[src/rtl/alu_pkg.sv]
// Shared definitions for the execute-stage ALU: operation codes and FSM states.
package alu_pkg;

    // Operation codes driven by the ALU controller
    localparam logic [3:0] ALU_AND = 4'd0;
    localparam logic [3:0] ALU_OR  = 4'd1;
    localparam logic [3:0] ALU_ADD = 4'd2;
    localparam logic [3:0] ALU_MUL = 4'd3;
    localparam logic [3:0] ALU_XOR = 4'd4;
    localparam logic [3:0] ALU_SLL = 4'd5;
    localparam logic [3:0] ALU_SUB = 4'd6;
    localparam logic [3:0] ALU_SLT = 4'd7;
    localparam logic [3:0] ALU_SRL = 4'd8;
    localparam logic [3:0] ALU_SLE = 4'd9;
    localparam logic [3:0] ALU_NOR = 4'd12;

    // IDLE accepts requests; MUL blocks the pipeline while the multiplier iterates
    typedef enum logic {
        IDLE = 1'b0,
        MUL  = 1'b1
    } alu_state_e;

endpackage

[src/rtl/alu_seq_multiplier.sv]
// Iterative shift-add multiplier: one multiplier bit per cycle, WIDTH cycles total.
// product_o is combinational so the caller can capture the final sum on the done edge.
module alu_seq_multiplier
    import alu_pkg::*;
#(
    parameter int WIDTH = 32
) (
    input  logic             Clk,
    input  logic             Reset_n,
    input  logic             start_i,
    input  logic             flush_i,
    input  logic [WIDTH-1:0] a_i,
    input  logic [WIDTH-1:0] b_i,
    output logic             done_o,
    output logic [WIDTH-1:0] product_o
);

    localparam int CW = (WIDTH > 1) ? $clog2(WIDTH) : 1;
    localparam logic [CW-1:0] LAST = CW'(WIDTH - 1);

    logic [WIDTH-1:0] mcand_q, mcand_d;
    logic [WIDTH-1:0] mplier_q, mplier_d;
    logic [WIDTH-1:0] acc_q, acc_d;
    logic [CW-1:0]    cnt_q, cnt_d;
    logic             busy_q, busy_d;
    logic [WIDTH-1:0] accSum;

    assign accSum    = acc_q + (mplier_q[0] ? mcand_q : '0);
    assign product_o = accSum;
    assign done_o    = busy_q && (cnt_q == LAST);

    // Next-state: load on start, otherwise add-then-shift one step per cycle while busy
    always_comb begin
        mcand_d  = mcand_q;
        mplier_d = mplier_q;
        acc_d    = acc_q;
        cnt_d    = cnt_q;
        busy_d   = busy_q;
        if (flush_i) begin
            busy_d = 1'b0;
        end else if (start_i) begin
            mcand_d  = a_i;
            mplier_d = b_i;
            acc_d    = '0;
            cnt_d    = '0;
            busy_d   = 1'b1;
        end else if (busy_q) begin
            acc_d    = accSum;
            mcand_d  = mcand_q << 1;
            mplier_d = mplier_q >> 1;
            cnt_d    = cnt_q + CW'(1);
            if (cnt_q == LAST) begin
                busy_d = 1'b0;
            end
        end
    end

    // Datapath registers, cleared asynchronously so a reset discards any product in progress
    always_ff @(posedge Clk or negedge Reset_n) begin
        if (!Reset_n) begin
            mcand_q  <= '0;
            mplier_q <= '0;
            acc_q    <= '0;
            cnt_q    <= '0;
            busy_q   <= 1'b0;
        end else begin
            mcand_q  <= mcand_d;
            mplier_q <= mplier_d;
            acc_q    <= acc_d;
            cnt_q    <= cnt_d;
            busy_q   <= busy_d;
        end
    end

endmodule

[src/rtl/alu_exec_unit.sv]
// Execute-stage ALU: single-cycle logic/shift/add/compare, multi-cycle multiply,
// registered Result/Zero/Overflow with a one-cycle Out_Valid strobe.
module alu_exec_unit
    import alu_pkg::*;
#(
    parameter int WIDTH = 32
) (
    input  logic             Clk,
    input  logic             Reset_n,
    input  logic             In_Valid,
    output logic             In_Ready,
    input  logic [3:0]       ALUControl,
    input  logic [WIDTH-1:0] A,
    input  logic [WIDTH-1:0] B,
    input  logic             Flush,
    output logic             Out_Valid,
    output logic [WIDTH-1:0] Result,
    output logic             Zero,
    output logic             Overflow
);

    localparam int SHW = (WIDTH > 1) ? $clog2(WIDTH) : 1;

    alu_state_e       state_q, state_d;
    logic             accept, mulStart, singleValid;
    logic             mulDone;
    logic [WIDTH-1:0] mulProduct;
    logic [WIDTH-1:0] sum, diff, aluRes;
    logic             aluOv, sLess;
    logic [SHW-1:0]   shamt;
    logic [WIDTH-1:0] result_q;
    logic             zero_q, overflow_q, outValid_q;

    // Flush wins over a request presented in the same cycle
    assign accept      = In_Valid && In_Ready && !Flush;
    assign mulStart    = accept && (ALUControl == ALU_MUL);
    assign singleValid = accept && (ALUControl != ALU_MUL);

    assign sum   = A + B;
    assign diff  = A - B;
    assign sLess = $signed(A) < $signed(B);
    assign shamt = B[SHW-1:0];

    alu_seq_multiplier #(.WIDTH(WIDTH)) u_mul (
        .Clk       (Clk),
        .Reset_n   (Reset_n),
        .start_i   (mulStart),
        .flush_i   (Flush),
        .a_i       (A),
        .b_i       (B),
        .done_o    (mulDone),
        .product_o (mulProduct)
    );

    // Single-cycle datapath; overflow follows the two's-complement sign rule
    always_comb begin
        aluRes = '0;
        aluOv  = 1'b0;
        case (ALUControl)
            ALU_AND: aluRes = A & B;
            ALU_OR:  aluRes = A | B;
            ALU_ADD: begin
                aluRes = sum;
                aluOv  = (A[WIDTH-1] == B[WIDTH-1]) && (sum[WIDTH-1] != A[WIDTH-1]);
            end
            ALU_XOR: aluRes = A ^ B;
            ALU_SLL: aluRes = A << shamt;
            ALU_SUB: begin
                aluRes = diff;
                aluOv  = (A[WIDTH-1] != B[WIDTH-1]) && (diff[WIDTH-1] != A[WIDTH-1]);
            end
            ALU_SLT: aluRes = WIDTH'(sLess);
            ALU_SRL: aluRes = A >> shamt;
            ALU_SLE: aluRes = WIDTH'(sLess || (A == B));
            ALU_NOR: aluRes = ~(A | B);
            default: aluRes = '0;
        endcase
    end

    // FSM state register
    always_ff @(posedge Clk or negedge Reset_n) begin
        if (!Reset_n) begin
            state_q <= IDLE;
        end else begin
            state_q <= state_d;
        end
    end

    // FSM next state: enter MUL on an accepted multiply, leave on done or flush
    always_comb begin
        state_d = state_q;
        if (Flush) begin
            state_d = IDLE;
        end else begin
            case (state_q)
                IDLE:    if (mulStart) state_d = MUL;
                MUL:     if (mulDone)  state_d = IDLE;
                default: state_d = IDLE;
            endcase
        end
    end

    // FSM outputs: ready only in IDLE and never while reset is asserted
    always_comb begin
        In_Ready = (state_q == IDLE) && Reset_n;
    end

    // Output registers: load on single-cycle accept or multiply completion, hold otherwise
    always_ff @(posedge Clk or negedge Reset_n) begin
        if (!Reset_n) begin
            result_q   <= '0;
            zero_q     <= 1'b1;
            overflow_q <= 1'b0;
            outValid_q <= 1'b0;
        end else begin
            outValid_q <= 1'b0;
            if (!Flush) begin
                if (singleValid) begin
                    result_q   <= aluRes;
                    zero_q     <= (aluRes == '0);
                    overflow_q <= aluOv;
                    outValid_q <= 1'b1;
                end else if ((state_q == MUL) && mulDone) begin
                    result_q   <= mulProduct;
                    zero_q     <= (mulProduct == '0);
                    overflow_q <= 1'b0;
                    outValid_q <= 1'b1;
                end
            end
        end
    end

    assign Result    = result_q;
    assign Zero      = zero_q;
    assign Overflow  = overflow_q;
    assign Out_Valid = outValid_q;

endmodule

[config.mk]
export PLATFORM = sky130hd
export DESIGN_NAME = alu_exec_unit
export DESIGN_NICKNAME = d
export VERILOG_FILES = /design/src/rtl/alu_pkg.sv /design/src/rtl/alu_seq_multiplier.sv /design/src/rtl/alu_exec_unit.sv
export SDC_FILE = /design/constraint.sdc
export NUM_CORES = 1
export LEC_CHECK = 0
export ABC_AREA = 1
export CELL_PAD_IN_SITES_DETAIL_PLACEMENT = 1
export CELL_PAD_IN_SITES_GLOBAL_PLACEMENT = 1
export CORE_MARGIN = 5
export CORE_UTILIZATION = 44
export CTS_BUF_LIST = sky130_fd_sc_hd__clkbuf_4 sky130_fd_sc_hd__clkbuf_8
export DETAILED_ROUTE_END_ITERATION = 8
export PLACE_DENSITY_LB_ADDON = 0.1
export RECOVER_POWER = 25
export SKIP_CTS_REPAIR_TIMING = 1
export SYNTH_ARGS = -nofsm -noshare
export SYNTH_HDL_FRONTEND = slang
export SYNTH_SLANG_ARGS = --single-unit
export TNS_END_PERCENT = 1
[constraint.sdc]
create_clock -name Clk -period 3.8 [get_ports Clk]
set_clock_uncertainty 0.1 [all_clocks]
set_input_delay 0.57 -clock Clk [delete_from_list [all_inputs] [get_ports Clk]]
set_output_delay 0.57 -clock Clk [all_outputs]
set_load 0.05 [all_outputs]
==> flow_summary.ini <==
[status]
status = complete, but fails checks
violations = capacitance limit, slew limit

[global_route]
grt_overflow_total = 0
grt_pass1_wl_mm = 161
grt_start_max_net_pins = 76
grt_pass1_vias = 26087
grt.total_usage_pct = 45.9
antenna_found_initial = 8

[logic_synthesis]
synthCells = 3191
synth_ff_type = dfrtp_1
ys_warn_count = 0
ys_seq_area_share_pct = 18.8
synth.largest_area_cell = nand2_1
synthTopCellsByCount = nand2_1, nand3_1, inv_1, nor2_1, dfrtp_1
syn_nets = 3399
syn_area_um2 = 18400
yosysMostFrequentCell = nand2_1
ys_seq_elements = 138
synth.area.top_cells = nand2_1, dfrtp_1, nand3_1
synth.distinct_cells = 53
synth-edff-count = 0
synthArstFlopShare_pct = 100
avgSynthCellArea_um2 = 5.76
synth_top_area_share_pct = 19.5

[placement]
hpwl_mm = 89.2
numPortBuffers = 107
place.gp.congestion = 1.14

[routing]
wl_mm = 109
viasPerCell = 6.11
drc_errors = 0
wl_per_cell_um = 26.3
vias = 25315
antenna_left = 0
first_pass_iters = 5
drtIter0Drc = 3160

[worst_setup_path]
cpMaxStageDelayCell = dfrtp_1
cp_max_fo = 3
worst_ep_required_time_ns = 4.21
end_kind = register
path_buf_inv = 2
critPathLaunchType = register
crit_family = simple AND/OR/NAND/NOR gates
critical_path_class = reg2reg
cp.arrival_ns = 4.13
crit_chain = nand2_1 > inv_1 > ha_1 > fa_1 > nand2_1 > nand2_1 > o21ai_2 > inv_1 > nand2_1 > nand2_1 > nand2_1 > nand2_1 > nand3b_1 > nand2_1 > nand2_1 > nand2_1 > nor2_1 > nand2_1 > nor2_1 > nand4_1 > nand2_1 > nand2_1 > nand2_1
max_stage_delay_ns = 0.49
crit_top_cell = nand2_1

[run]
max_cap_violations = 1

[sta]
period_minus_slack_ns = 3.71
finalHoldViolations = 0
finalCritPeriodShare_pct = 97.7
setup_viol = 0
tightest_slew_ns = 2.06
fmax_mhz = 269
slew_headroom_pct = -37.6
grt_setup_unrepaired = no
slew_violations = 70

[floorplan]
rows = 75
die_height_um = 214
pin_count = 108
core-area_um2 = 41700
die_w_um = 214
die_area_um2 = 46000
start_util_pct = 44.1

[clocking]
numCtsBuffers = 17
clockRootBuffer = clkbuf_8
clockBufferDepth = 2
clk_latency_ns = 0.60
cts_max_level = 4
clkSlewWorstSetupHoldPaths_ns = 0.10
cts_tree = built
numClockSinks = 138

[worst_hold_path]
hp-class = reg2reg

[power]
ir_drop_uv = 274
p_total_mw = 7.33
p_leak_nw = 12.3
p_per_area_nw_per_um2 = 318

[finish]
finalNetCount = 3795
area_delta_synth_final_pct = 25.3
drive_gt1_share_pct = 15.0
final_util_pct = 55.3
[worst min-delay path: cells and delay by family (launching register included)]
kind,cells,cell delay [ns]
DFF,1,0.36
and+or+nand+nor,1,0.05
AOI/OAI and AO/OA,1,0.06
[final timing paths]
check / cells after the start / slack (ns) / end / start
min reg2reg: 2 / 0.40 / u_mul.acc_q[19] / u_mul.acc_q[19]
min in group asynchronous: 2 / 0.58 / u_mul.mplier_q[16] / Reset_n
max in group asynchronous: 3 / 0.93 / u_mul.acc_q[31] / Reset_n
max reg2reg: 23 / 0.09 / Zero / u_mul.mplier_q[0]
max: 23 / 0.09 / Zero / u_mul.mplier_q[0]
min: 2 / 0.40 / u_mul.acc_q[19] / u_mul.acc_q[19]
[where the power goes]
group / leakage (nW) / total [mW] / internal (mW) / switching [mW]
Clock: 0.205 / 1.40 / 0.625 / 0.773
Combinational: 10.3 / 3.92 / 1.36 / 2.56
Sequential: 1.79 / 2.01 / 1.76 / 0.254
[logic make-up after synthesis]
family,after synthesis,share of synthesized area [%]
adder cells (fa/ha/maj),136,9.37
AND/OR/NAND/NOR,1927,45.0
buffers and inverters,547,12.5
AO/OA/AOI/OAI,423,13.3
flip-flops,138,18.8
multiplexers,1,0.0544
XOR/XNOR,19,0.905
[final cells by class]
type	instances	area, um2
Clock inverter	13	159
Sequential cell	138	3450
Inverter	406	1530
Fill cell	5933	18600
Multi-Input combinational cell	2506	12700
Antenna cell	3	7.51
Timing Repair Buffer	518	4290
Tap cell	539	674
Clock buffer	19	255
[per-layer routing]
metal  global-route usage, %  routed length [um]
met1                    53.5               39500
met4                    39.9               11900
met2                    70.2               46600
met5                       0                  75
met3                    11.8               11100
[sequential cells by signal, summed over array words and instances (netlist names)]
| name | count |
|---|---|
| u_mul.busy_q | 1 |
| u_mul.mplier_q | 32 |
| Result | 32 |
| u_mul.acc_q | 32 |
| Zero | 1 |
| Overflow | 1 |
| state_q | 1 |
| u_mul.mcand_q | 32 |
| u_mul.cnt_q | 5 |
| Out_Valid | 1 |
[placed cells by master, fill, tap and decap left out, types with 6 or more instances in the layout]
master           synthesis  final
a31oi_1                 63     63
xnor2_1                 10     10
o21bai_1                11     11
nor2_2                  12     13
inv_2                   16     18
and2_1                  11     11
clkbuf_8                 0     18
buf_4                   18    396
ha_1                   133    130
o21ai_0                133    132
nand3_1                497    497
xor2_1                   9      9
inv_1                  389    385
a22oi_1                 10     10
nand4_1                 38     38
o22ai_1                 17     17
dfrtp_1                137    137
clkdlybuf4s50_1          0    102
nor3_1                  29     28
a21o_1                   6      6
nor2_1                 318    318
buf_12                   0     13
o221ai_1                11     11
nand2_1                955    953
a21oi_1                106    104
nand2_2                 31     33
o211ai_1                31     31
o21ai_1                 21     20
[per-stage QoR]
stage          cells  setup slack, ns  hold slack [ns]  cell area (um2)  TNS (ns)
2_1_floorplan   3191            0.791            0.174            18400         0
4_1_cts         4139           0.0643            0.136            23000         0
6_report        4142           0.0863            0.397            23000         0
3_3_place_gp    4107           -0.399            0.370            22600    -0.656
3_5_place_dp    4107           -0.475            0.381            22600     -1.45
5_1_grt         4139          0.00918            0.424            23000         0
No activity file was read; power rests on OpenSTA's default activity.
